[config.mk]
export PLATFORM = sky130hd
export DESIGN_NAME = seq_alu
export DESIGN_NICKNAME = d
export VERILOG_FILES = /design/src/rtl/seq_alu.sv
export SDC_FILE = /design/constraint.sdc
export NUM_CORES = 1
export LEC_CHECK = 0
export ABC_AREA = 1
export BUFFER_PORTS_ARGS = -buffer_cell sky130_fd_sc_hd__buf_2
export CAP_MARGIN = 20
export CELL_PAD_IN_SITES_DETAIL_PLACEMENT = 1
export CELL_PAD_IN_SITES_GLOBAL_PLACEMENT = 1
export CORE_UTILIZATION = 44
export DETAILED_ROUTE_END_ITERATION = 10
export GPL_ROUTABILITY_DRIVEN = 1
export PLACE_DENSITY_LB_ADDON = 0.1
export SYNTH_ARGS = -nofsm -noshare
export SYNTH_HDL_FRONTEND = slang
export SYNTH_SLANG_ARGS = --single-unit
export TNS_END_PERCENT = 5
[constraint.sdc]
create_clock -name clk -period 7.05 [get_ports clk]
set_input_delay 0.705 -clock clk [delete_from_list [all_inputs] [get_ports clk]]
set_output_delay 0.705 -clock clk [all_outputs]
set_load 0.005 [all_outputs]
[src/rtl/seq_alu.sv]
// -----------------------------------------------------------------------------
// seq_alu -- single-cycle ALU with a sequential unsigned multiply/divide unit.
//
// The single-cycle ALU result is purely combinational from a, b and alucont.
// It stays valid while a multi-cycle operation runs. MULTU uses a shift-add
// multiplier and DIVU uses a restoring divider. Each retires one bit per
// cycle over WIDTH cycles and writes {hi,lo} on the edge that enters DONE.
//
// Configuration macro:
//   SEQ_ALU_DIV_EN  defined   -> DIVU implemented (lo = quotient, hi = remainder)
//                   undefined -> no divider logic; DIVU starts are ignored
//
// Ports:
//   clk      in   rising-edge clock
//   reset    in   synchronous, active-high reset
//   a, b     in   operands (WIDTH bits)
//   alucont  in   operation select (4 bits)
//   start    in   launch request for MULTU (1000) / DIVU (1001)
//   result   out  combinational single-cycle result
//   zero     out  result == 0
//   busy     out  multiply/divide in progress
//   done     out  one-cycle pulse, hi/lo just updated
//   hi, lo   out  registered product halves, or remainder/quotient
// -----------------------------------------------------------------------------
module seq_alu #(
  parameter int WIDTH = 8
) (
  input  logic             clk,
  input  logic             reset,
  input  logic [WIDTH-1:0] a,
  input  logic [WIDTH-1:0] b,
  input  logic [3:0]       alucont,
  input  logic             start,
  output logic [WIDTH-1:0] result,
  output logic             zero,
  output logic             busy,
  output logic             done,
  output logic [WIDTH-1:0] hi,
  output logic [WIDTH-1:0] lo
);

  localparam int CW = $clog2(WIDTH);

  typedef enum logic [1:0] {IDLE, MUL, DIV, DONE} state_t;

  state_t           state_q, next_state;
  logic [WIDTH-1:0] acc_q;   // running product high half / partial remainder
  logic [WIDTH-1:0] qr_q;    // multiplier bits shifting out / quotient shifting in
  logic [WIDTH-1:0] b_q;     // latched multiplicand / divisor
  logic [CW-1:0]    cnt_q;

  // ---------------------------------------------------------------------------
  // Single-cycle ALU
  // ---------------------------------------------------------------------------
  logic [WIDTH-1:0] diff;
  logic             slt_ovf;

  // NOTE: every variable driven here gets a default first, so no path through
  // the case can leave a value unassigned and infer a latch.
  always_comb begin
    diff    = a - b;
    // Signed overflow of a-b: operand signs differ and the difference's sign
    // disagrees with a. The true signed comparison is sign(diff) ^ overflow.
    slt_ovf = (a[WIDTH-1] != b[WIDTH-1]) && (diff[WIDTH-1] != a[WIDTH-1]);
    result  = '0;
    case (alucont)
      4'b0000: result = a & b;
      4'b0001: result = a | b;
      4'b0010: result = a + b;
      4'b0011: result = a ^ b;
      4'b0100: result = ~(a | b);
      4'b0101: result = {{(WIDTH-1){1'b0}}, (a < b)};
      4'b0110: result = diff;
      4'b0111: result = {{(WIDTH-1){1'b0}}, diff[WIDTH-1] ^ slt_ovf};
      default: result = '0;
    endcase
  end

  assign zero = (result == '0);

  // ---------------------------------------------------------------------------
  // Sequencer
  // ---------------------------------------------------------------------------
  logic can_start, launch_mul, launch_div, last;

  assign can_start  = start && ((state_q == IDLE) || (state_q == DONE));
  assign launch_mul = can_start && (alucont == 4'b1000);
`ifdef SEQ_ALU_DIV_EN
  assign launch_div = can_start && (alucont == 4'b1001);
`else
  assign launch_div = 1'b0;
`endif
  assign last = (cnt_q == CW'(WIDTH - 1));

  always_ff @(posedge clk) begin
    if (reset) state_q <= IDLE;
    else       state_q <= next_state;
  end

  always_comb begin
    next_state = state_q;
    case (state_q)
      IDLE, DONE: begin
        if      (launch_mul) next_state = MUL;
        else if (launch_div) next_state = DIV;
        else                 next_state = IDLE;
      end
      MUL:     if (last) next_state = DONE;
      DIV:     if (last) next_state = DONE;
      default: next_state = IDLE;
    endcase
  end

  assign busy = (state_q == MUL) || (state_q == DIV);
  assign done = (state_q == DONE);

  // ---------------------------------------------------------------------------
  // One-bit-per-cycle datapath
  // ---------------------------------------------------------------------------
  logic [WIDTH:0]   mul_sum;
  logic [WIDTH-1:0] step_acc, step_qr;

  // Shift-add: conditionally add the multiplicand into the high half, then
  // shift {carry, acc, qr} right one place. After WIDTH steps {acc,qr} holds
  // the full product.
  assign mul_sum = {1'b0, acc_q} + (qr_q[0] ? {1'b0, b_q} : '0);

`ifdef SEQ_ALU_DIV_EN
  logic [WIDTH:0]   div_shift;
  logic             div_ge;
  logic [WIDTH-1:0] div_sub;

  // Restoring step: shift the next dividend bit into the partial remainder
  // and subtract the divisor when it fits. When it fits the difference is
  // below b, so a WIDTH-bit subtraction is exact. A zero divisor always
  // "fits", which yields quotient all ones and remainder equal to a.
  assign div_shift = {acc_q, qr_q[WIDTH-1]};
  assign div_ge    = (div_shift >= {1'b0, b_q});
  assign div_sub   = div_shift[WIDTH-1:0] - b_q;

  always_comb begin
    if (state_q == DIV) begin
      step_acc = div_ge ? div_sub : div_shift[WIDTH-1:0];
      step_qr  = {qr_q[WIDTH-2:0], div_ge};
    end else begin
      step_acc = mul_sum[WIDTH:1];
      step_qr  = {mul_sum[0], qr_q[WIDTH-1:1]};
    end
  end
`else
  assign step_acc = mul_sum[WIDTH:1];
  assign step_qr  = {mul_sum[0], qr_q[WIDTH-1:1]};
`endif

  // NOTE: sequential state uses non-blocking assignments so every register
  // samples pre-edge values regardless of statement order.
  always_ff @(posedge clk) begin
    if (reset) begin
      acc_q <= '0;
      qr_q  <= '0;
      b_q   <= '0;
      cnt_q <= '0;
      hi    <= '0;
      lo    <= '0;
    end else if (launch_mul || launch_div) begin
      acc_q <= '0;
      qr_q  <= a;
      b_q   <= b;
      cnt_q <= '0;
    end else if (busy) begin
      acc_q <= step_acc;
      qr_q  <= step_qr;
      cnt_q <= cnt_q + CW'(1);
      // hi/lo move only on the edge into DONE.
      if (last) begin
        hi <= step_acc;
        lo <= step_qr;
      end
    end
  end

endmodule

==> impl_metrics.env, run 1 <==
export IMPL_power_density_mw_per_mm2=147
export IMPL_setup_violations_final=0
export IMPL_post_route_min_period_ns=3.79
export IMPL_yosys_area_top_type="dfxtp_1"
export IMPL_cts_max_level=2
export IMPL_dp_cells=651
export IMPL_start_kind="input pin"
export IMPL_regToRegSetupSlack_ns=4.27
export IMPL_timing_rr_end="hi[7]"
export IMPL_drive_above_1_share=0.143
export IMPL_status="completed"
export IMPL_die_h_um=89.5
export IMPL_drtPass1Iterations=4
export IMPL_dieArea_mm2=0.00802
export IMPL_finalNonFillerCells=659
export IMPL_ys_ff_latch=45
export IMPL_use_met2=0.435
export IMPL_grt_pass1_wl_um=16100
export IMPL_met1_usage=0.384
export IMPL_pin_count=50
export IMPL_initial_core_util=0.460
export IMPL_ys_seq_area_frac=0.267
export IMPL_synth_area_leaders="dfxtp_1 27%, nand2_1 14%, ha_1 14%"
export IMPL_grt_pass1_vias=3280
export IMPL_syn_num_nets=583
export IMPL_maxCapViolCount=0
export IMPL_slew_viol_final=0
export IMPL_dp_hpwl_um=8180
export IMPL_hold_start="cnt_q[2]"
export IMPL_grtUsageTotal=0.271
export IMPL_pre_cts_ws_ns=3.29
export IMPL_utilization=0.514
export IMPL_num_vias=3485
export IMPL_clkTransAtPathRegs_ns=0.09
export IMPL_finalInstanceArea_mm2=0.00377
export IMPL_coreArea_mm2=0.00733
export IMPL_met3_usage=0.0351
export IMPL_cts_made_buffers=5
export IMPL_antenna_found_initial=0
export IMPL_ant_nets=0
export IMPL_fin_skew_ns=0.0179
export IMPL_worst_pin_slew_ns=0.880
export IMPL_grt_max_degree=26
export IMPL_hold_viol=0
export IMPL_cp_required_ns=6.34
export IMPL_dpl_cell_area_mm2=0.00367
export IMPL_power_total_mw=0.555
export IMPL_max_slew_margin=0.414
export IMPL_synth_top_area_frac=0.267
export IMPL_synthArstFlopShare=0
export IMPL_drt_wl_total_um=10300
export IMPL_cts_hold_buf=0
export IMPL_ir_drop_v=0.000129
export IMPL_fin_crit_sh=0.537
export IMPL_tns_ns=0
export IMPL_path_class="in -> out"
export IMPL_cts_tree="done"
export IMPL_end_kind="primary output"
export IMPL_cp_arrival_ns=3.08
export IMPL_clock_sinks=45
export IMPL_cts_path_max_buffers=2
export IMPL_diodes=0
export IMPL_critPathMaxFanout=9
export IMPL_syn_to_final_growth_pct=11.7
export IMPL_min_to="cnt_q[2]"
export IMPL_max_freq_mhz=264
export IMPL_drc=0
export IMPL_cts_resized=0
export IMPL_synth_cell_types=35
export IMPL_worstReg2RegStart="state_q[0]"
export IMPL_r2r_cells=6
export IMPL_grt_ovfl_total=0
export IMPL_die_w_um=89.5
export IMPL_leakagePower_nw=2.03
export IMPL_routed_via_density=5.29
export IMPL_hold_depth=2
export IMPL_whs_ns=0.477
export IMPL_fin_nets=623
export IMPL_cts_root_buf="clkbuf_8"
export IMPL_std_cell_rows=31
export IMPL_synth_edf_count=0
export IMPL_dr_first_iter_drc_count=156
export IMPL_syn_avg_cell_area_um2=6.50
export IMPL_yosys_warnings=0
export IMPL_netlist_instances=519
export IMPL_clock_latency_ns=0.32
export IMPL_fin_ws_ns=3.26
export IMPL_post_cts_setup_buffer_count=0
export IMPL_place_congestion=0.900
export IMPL_synth_area_mm2=0.00337
export IMPL_grt_busiest_layer="met2"
export IMPL_synth_ff_type="dfxtp_1"
export IMPL_rsz0062_at_grt="false"
export IMPL_port_buffers=49
export IMPL_hold_class="reg -> reg"
export IMPL_drt_wirelength_per_cell_um=15.7
## sequential cells by signal, indices dropped and copies added, names as in the netlist
| name | cells |
|---|---|
| qr_q | 8 |
| b_q | 8 |
| lo | 8 |
| cnt_q | 3 |
| acc_q | 8 |
| state_q | 2 |
| hi | 8 |
## routing by layer
layer / up-vias / share of wire
met3: 12 / 0.047
met2: 88 / 0.45
met4: 0 / 0.012
met1: 1648 / 0.49
met5: - / 0
li1: 1737 / -
## Yosys cell counts, types with 2 or more instances
cell type,number
nand2_1,127
nor2_1,68
inv_1,67
dfxtp_1,45
nand3_1,42
ha_1,37
a21oi_1,24
o21ai_0,23
clkbuf_1,11
inv_2,10
a31oi_1,7
nand4_1,7
nor2_2,5
buf_2,4
fa_1,4
o21ai_1,4
xor2_1,4
a211oi_1,3
nand3b_1,3
nor3_1,3
o211ai_1,3
or2_2,3
a221oi_1,2
nor3_2,2
## cells in the final DEF, fill, tap and decap left out, types with 4 or more instances in the layout
| cell type | count |
|---|---|
| a31oi_1 | 7 |
| nand2_1 | 127 |
| dfxtp_1 | 45 |
| o21ai_0 | 23 |
| o21ai_1 | 4 |
| fa_1 | 4 |
| a21oi_1 | 24 |
| xor2_1 | 4 |
| buf_2 | 49 |
| nand3_1 | 42 |
| inv_1 | 67 |
| clkbuf_8 | 5 |
| nand4_1 | 7 |
| nor2_2 | 5 |
| inv_2 | 10 |
| ha_1 | 37 |
| nor2_1 | 68 |
## cells by family (layout without fill, tap and decap cells)
group           Yosys count  after routing  share of synthesized area
fa+ha+maj                41             41                      0.161
buf+inv                  93            134                      0.106
simple gates            265            265                      0.337
flops                    45             45                      0.267
xor+xnor                  5              5                     0.0130
compound gates           70             70                      0.116
## power by group
part | switching [mW] | internal, mW | total, mW
Sequential | 0.00194 | 0.257 | 0.259
Clock | 0.102 | 0.0717 | 0.174
Combinational | 0.0811 | 0.0409 | 0.122
## critical path: stages
cell and delay, ns:
buf_2 0.16, inv_1 0.06, ha_1 0.43, nor2_1 0.19, nand3_1 0.12, nand3_1 0.10, nand2_1 0.07, nand2_1 0.06
a21oi_1 0.07, fa_1 0.49, o22ai_1 0.07, nor2_1 0.11, nand2_1 0.08, nor2_1 0.11, nand2_1 0.07, nor2_1 0.08
buf_2 0.11
## worst max-delay path by stage
stage / start / endpoint / slack (ns) / depth (start not counted)
global route: a[4] / zero / 3.14 / 17
floorplan: b[3] / zero / 3.74 / 16
detailed placement: a[3] / zero / 3.29 / 17
CTS: a[3] / zero / 3.29 / 17
global placement: a[3] / zero / 3.37 / 17
finish: a[3] / zero / 3.26 / 17
## final cells by class
type,instances,area (um^2)
timing repair buffer,49,245
fill,1062,3560
tap,99,124
inverter,77,289
clock inverter,3,25.0
clock buffer,5,68.8
multi-input combinational,381,2110
sequential,45,901
(Power assumes the default switching activity.)
==> run 2, diff against run 1 <==
--- a/config.mk
+++ b/config.mk
@@ -5,12 +5,12 @@
 export SDC_FILE = /design/constraint.sdc
 export NUM_CORES = 1
 export LEC_CHECK = 0
-export ABC_AREA = 1
+export ABC_AREA = 0
 export BUFFER_PORTS_ARGS = -buffer_cell sky130_fd_sc_hd__buf_2
 export CAP_MARGIN = 20
 export CELL_PAD_IN_SITES_DETAIL_PLACEMENT = 1
 export CELL_PAD_IN_SITES_GLOBAL_PLACEMENT = 1
-export CORE_UTILIZATION = 44
+export CORE_UTILIZATION = 43
 export DETAILED_ROUTE_END_ITERATION = 10
 export GPL_ROUTABILITY_DRIVEN = 1
 export PLACE_DENSITY_LB_ADDON = 0.1
==> constraint.sdc (replaced) <==
create_clock -name clk -period 3.73 [get_ports clk]
set_input_delay 0.373 -clock clk [delete_from_list [all_inputs] [get_ports clk]]
set_output_delay 0.373 -clock clk [all_outputs]
set_load 0.005 [all_outputs]
==> impl_metrics.env, run 2 <==
export IMPL_swShare=0.311
export IMPL_hold_viol=0
export IMPL_drt_wirelength_per_cell_um=17.9
export IMPL_synth_cell_types=59
export IMPL_cts_hold_buf=0
export IMPL_cp_arrival_ns=3.29
export IMPL_status="completed"
export IMPL_maxCapViolCount=0
export IMPL_netlist_instances=417
export IMPL_synth_edf_count=0
export IMPL_leakagePower_nw=1.60
export IMPL_num_vias=3203
export IMPL_initial_core_util=0.454
export IMPL_dieArea_mm2=0.00819
export IMPL_dp_hpwl_um=7740
export IMPL_cpPeakStageDelay_ns=0.52
export IMPL_power_density_mw_per_mm2=268
export IMPL_path_class="in -> out"
export IMPL_r2r_cells=10
export IMPL_ant_nets=0
export IMPL_cp_required_ns=3.36
export IMPL_drc=0
export IMPL_worst_pin_slew_ns=0.915
export IMPL_cts_path_max_buffers=2
export IMPL_synth_area_leaders="dfxtp_1 27%, ha_1 14%, nand2_1 5.2%"
export IMPL_final_cell_mix="47 x nand2_1, 47 x buf_2, 45 x dfxtp_1"
export IMPL_cpMaxStageDelayCell="or4b_4"
export IMPL_yosys_area_top_type="dfxtp_1"
export IMPL_grt_max_degree=39
export IMPL_die_w_um=90.5
export IMPL_p_comb_frac=0.245
export IMPL_synth_top_area_frac=0.268
export IMPL_syn_num_nets=481
export IMPL_start_kind="input pin"
export IMPL_cts_made_buffers=5
export IMPL_post_route_min_period_ns=3.66
export IMPL_fin_crit_sh=0.981
export IMPL_synth_area_mm2=0.00337
export IMPL_hold_class="in -> reg"
export IMPL_max_slew_margin=0.382
export IMPL_cts_root_buf="clkbuf_8"
export IMPL_syn_avg_cell_area_um2=8.07
export IMPL_slew_viol_final=0
export IMPL_drive_above_1_share=0.202
export IMPL_syn_to_final_growth_pct=15.9
export IMPL_max_freq_mhz=273
export IMPL_rsz0062_at_grt="true"
export IMPL_diodes=0
export IMPL_synthArstFlopShare=0
export IMPL_end_kind="primary output"
export IMPL_sequentialPowerShare=0.464
export IMPL_switching_power_mw=0.326
export IMPL_grt_pass1_wl_um=16500
export IMPL_routed_via_density=5.68
export IMPL_fin_skew_ns=0.00801
export IMPL_ir_drop_v=0.000206
export IMPL_grtUsageTotal=0.254
export IMPL_hold_depth=3
export IMPL_yosys_warnings=0
export IMPL_dr_first_iter_drc_count=172
export IMPL_pin_count=50
export IMPL_synth_ff_type="dfxtp_1"
export IMPL_std_cell_rows=31
export IMPL_fin_nets=528
export IMPL_clock_sinks=45
export IMPL_finalInstanceArea_mm2=0.00390
export IMPL_clkPwrFrac=0.291
export IMPL_yosys_cell_count_top_type="nand2_1"
export IMPL_clock_latency_ns=0.31
export IMPL_whs_ns=0.344
export IMPL_clkTransAtPathRegs_ns=0.09
export IMPL_grt_pass1_vias=3224
export IMPL_port_buffers=49
export IMPL_drt_wl_total_um=10100
export IMPL_die_h_um=90.5
export IMPL_cts_max_level=2
export IMPL_critPathMaxFanout=2
export IMPL_utilization=0.527
export IMPL_coreArea_mm2=0.00741
export IMPL_grt_ovfl_total=0
export IMPL_path_cells="buf_8 -> inv_6 -> ha_4 -> o21bai_1 -> a21oi_2 -> o21bai_1 -> a21oi_2 -> o21bai_1 -> a21oi_2 -> fa_2 -> and3_4 -> o21ai_2 -> o211ai_1 -> a31o_1 -> or4b_4 -> nor4_4 -> buf_2"
export IMPL_ys_ff_latch=45
export IMPL_ys_seq_area_frac=0.268
export IMPL_dpl_cell_area_mm2=0.00372
export IMPL_drtPass1Iterations=4
export IMPL_p_int_mw=0.722
export IMPL_cts_tree="done"
export IMPL_place_congestion=0.907
export IMPL_antenna_found_initial=0
export IMPL_setup_violations_final=0
export IMPL_ys_top_cells_by_count="47 x nand2_1, 45 x dfxtp_1, 38 x nor2_1, 37 x ha_1, 35 x a21oi_1"
## run 2: cell types whose count changed after synthesis, sizes merged, moves of 16 or more
| cell | change |
|---|---|
| mux2i | +16 |
| nand2 | -81 |
| o21ai | -16 |
| nand3 | -36 |
| inv | -48 |
| nor2 | -34 |
## run 2: final timing paths
path / from / end / slack, ns
min reg2reg: lo[3] / lo[3] / 0.46
max: b[1] / zero / 0.07
min: b[7] / b_q[7] / 0.34
max reg2reg: qr_q[0] / acc_q[7] / 1.28
## run 2: per-stage QoR
step           setup WS [ns]  std cells  setup TNS (ns)  total power [mW]
2_1_floorplan          0.389        417               0             0.648
3_3_place_gp          0.0935        554               0             0.729
3_5_place_dp         0.00557        555               0             0.735
4_1_cts              0.00329        563               0              1.04
5_1_grt              -0.0695        564         -0.0695              1.09
6_report              0.0693        564               0              1.05
## run 2: power by group through the flow
stage,Sequential (mW),Combinational (mW),Clock [mW]
after global routing,0.487,0.279,0.327
after floorplan,0.496,0.152,0
after global placement,0.497,0.232,0
final,0.486,0.257,0.305
after CTS,0.486,0.241,0.311
after detailed placement,0.497,0.237,0
## run 2: area by class of cell
class	instances	area, um^2
fillers	917	3510
clock buffers	7	76.3
clock inverters	1	7.51
repair buffers	62	367
inverters	29	114
multi-input cells	321	2310
flip-flops and latches	45	901
well taps	99	124
## run 2: logic make-up (layout without fill, tap and decap cells)
| group | count (synthesis) | in the layout | share of synthesized area |
|---|---|---|---|
| and+or+nand+nor | 152 | 152 | 0.229 |
| AOI/OAI and AO/OA | 104 | 104 | 0.211 |
| muxes | 16 | 16 | 0.0476 |
| buffers and inverters | 51 | 99 | 0.0632 |
| adders and majority gates | 41 | 41 | 0.161 |
| xor gates and xnor gates | 8 | 8 | 0.0208 |
| DFF | 45 | 45 | 0.268 |
## run 2: critical path, delay by kind of cell
family | cells | cell delay [ns]
buf+inv | 3 | 0.30
simple gates | 3 | 0.88
fa+ha+maj | 2 | 0.54
compound gates | 9 | 1.19
## run 2: repair_timing
| item | CTS | global route |
|---|---|---|
| gates resized for setup | 1 | 21 |
| setup endpoints to repair | 1 | 1 |
| pin swaps | 0 | 11 |
| cloned | 0 | 0 |
| setup buffers | 0 | 1 |
## run 2: routing by layer
metal  GRT usage  vias to the layer above  part of all wire
met5           0                        -                 0
met4      0.0511                        0            0.0077
met3      0.0362                        8             0.040
met2       0.410                       69              0.46
met1       0.358                     1566              0.49
li1            -                     1560                 -
==> run 3, diff against run 2 <==
--- a/config.mk
+++ b/config.mk
@@ -10,6 +10,7 @@
 export CAP_MARGIN = 20
 export CELL_PAD_IN_SITES_DETAIL_PLACEMENT = 1
 export CELL_PAD_IN_SITES_GLOBAL_PLACEMENT = 1
+export CORE_ASPECT_RATIO = 1.1
 export CORE_UTILIZATION = 43
 export DETAILED_ROUTE_END_ITERATION = 10
 export GPL_ROUTABILITY_DRIVEN = 1
==> impl_metrics.env, run 3 (same netlist as run 2, synthesis figures left out) <==
export IMPL_switching_power_mw=0.303
export IMPL_clkTransAtPathRegs_ns=0.08
export IMPL_finalInstanceArea_mm2=0.00395
export IMPL_drt_wl_total_um=9750
export IMPL_cts_tree="done"
export IMPL_port_buffers=49
export IMPL_cts_max_level=2
export IMPL_place_congestion=0.917
export IMPL_antenna_found_initial=0
export IMPL_num_vias=3170
export IMPL_path_cells="buf_2 -> inv_2 -> buf_6 -> ha_4 -> o21bai_4 -> a21oi_2 -> o21bai_1 -> a21oi_1 -> o21bai_1 -> a21oi_2 -> fa_2 -> and3_4 -> o21ai_2 -> o211ai_1 -> a31o_1 -> or4b_4 -> nor4_2 -> buf_2"
export IMPL_dpl_cell_area_mm2=0.00374
export IMPL_power_density_mw_per_mm2=276
export IMPL_critPathMaxFanout=2
export IMPL_grt_pass1_wl_um=15200
export IMPL_path_class="in -> out"
export IMPL_cts_made_buffers=5
export IMPL_hold_viol=0
export IMPL_die_w_um=86.4
export IMPL_clock_sinks=45
export IMPL_fin_crit_sh=0.975
export IMPL_fin_skew_ns=0.00670
export IMPL_cts_root_buf="clkbuf_8"
export IMPL_utilization=0.525
export IMPL_maxCapViolCount=0
export IMPL_dp_cells=562
export IMPL_diodes=0
export IMPL_worst_pin_slew_ns=0.878
export IMPL_hold_depth=3
export IMPL_final_common_cell="buf_2"
export IMPL_cts_hold_buf=0
export IMPL_cts_path_max_buffers=2
export IMPL_sequentialPowerShare=0.446
export IMPL_setup_violations_final=0
export IMPL_fin_ws_ns=0.0929
export IMPL_post_route_min_period_ns=3.64
export IMPL_final_seq_area_um2=901
export IMPL_min_to="b_q[7]"
export IMPL_cpMaxStageDelayCell="or4b_4"
export IMPL_drt_wirelength_per_cell_um=17.0
export IMPL_cp_arrival_ns=3.26
export IMPL_cpPeakStageDelay_ns=0.51
export IMPL_fillers=961
export IMPL_hold_start="b[7]"
export IMPL_drive_above_1_share=0.214
export IMPL_dr_first_iter_drc_count=75
export IMPL_hold_class="in -> reg"
export IMPL_swShare=0.278
export IMPL_pre_cts_ws_ns=0.0577
export IMPL_end_kind="primary output"
export IMPL_pin_count=50
export IMPL_coreArea_mm2=0.00751
export IMPL_tns_ns=0
export IMPL_worstReg2RegStart="qr_q[0]"
export IMPL_max_slew_margin=0.407
export IMPL_finalNonFillerCells=573
export IMPL_start_kind="input pin"
export IMPL_r2r_cells=10
export IMPL_p_comb_frac=0.235
export IMPL_initial_core_util=0.448
export IMPL_grt_pass1_vias=3070
export IMPL_grtUsageTotal=0.242
export IMPL_multiInputGateArea_mm2=0.00232
export IMPL_grt_max_degree=39
export IMPL_slew_viol_final=0
export IMPL_grt_ovfl_total=0
export IMPL_final_cell_mix="49 x buf_2, 47 x nand2_1, 45 x dfxtp_1"
export IMPL_die_h_um=94.8
export IMPL_fin_nets=532
export IMPL_status="completed"
export IMPL_clock_latency_ns=0.29
export IMPL_path_delay_family="compound AO/OA/AOI/OAI gates"
export IMPL_dp_hpwl_um=7600
export IMPL_std_cell_rows=33
export IMPL_critPathBufInv=4
export IMPL_drc=0
export IMPL_p_int_mw=0.787
export IMPL_max_freq_mhz=275
export IMPL_dieArea_mm2=0.00819
export IMPL_drtPass1Iterations=4
export IMPL_cp_required_ns=3.36
export IMPL_timing_rr_end="hi[7]"
export IMPL_ant_nets=0
export IMPL_ir_drop_v=0.000203
export IMPL_syn_to_final_growth_pct=17.2
export IMPL_leakagePower_nw=1.63
export IMPL_regToRegSetupSlack_ns=1.31
export IMPL_routed_via_density=5.53
export IMPL_clkPwrFrac=0.320
run 3: timing repair:
item,in CTS,in global routing
setup buffers,0,4
setup endpoints to repair,0,1
resized for setup,0,15
run 3: worst max path at each step:
stage	depth (start not counted)	end	startpoint
after detailed placement	17	zero	b[1]
after global placement	17	zero	a[1]
after CTS	17	zero	b[1]
final	18	zero	b[1]
after floorplan	15	zero	b[1]
after global routing	18	zero	b[1]
run 3: tightest hold or removal path, delay by kind of cell:
kind	cells	cell delay (ns)
buf+inv	1	0.11
simple gates	1	0.08
mux	1	0.07
run 3: per-layer routing:
metal | vias to the layer above | GRT usage | share of wire
met1 | 1532 | 0.272 | 0.43
met5 | - | 0 | 0
met4 | 0 | 0.128 | 0.040
met3 | 19 | 0.0184 | 0.018
met2 | 53 | 0.454 | 0.52
li1 | 1566 | - | -
run 3: power groups by stage:
stage	Sequential [mW]	Clock (mW)	Combinational, mW
floorplan	0.496	0	0.152
detailed placement	0.497	0	0.237
CTS	0.486	0.361	0.238
global placement	0.497	0	0.232
global route	0.486	0.380	0.280
finish	0.486	0.348	0.256
run 3: stage by stage:
stage / hold slack [ns] / total power, mW
floorplan: 0.445 / 0.648
global placement: 0.443 / 0.729
detailed placement: 0.443 / 0.734
CTS: 0.365 / 1.08
global route: 0.384 / 1.15
finish: 0.373 / 1.09
run 3: cell type report:
type	instances	share of cell area
tap	105	0.0333
clock inverter	2	0.00888
sequential	45	0.228
multi-input combinational	321	0.589
clock buffer	5	0.0174
timing repair buffer	66	0.0955
inverter	29	0.0276
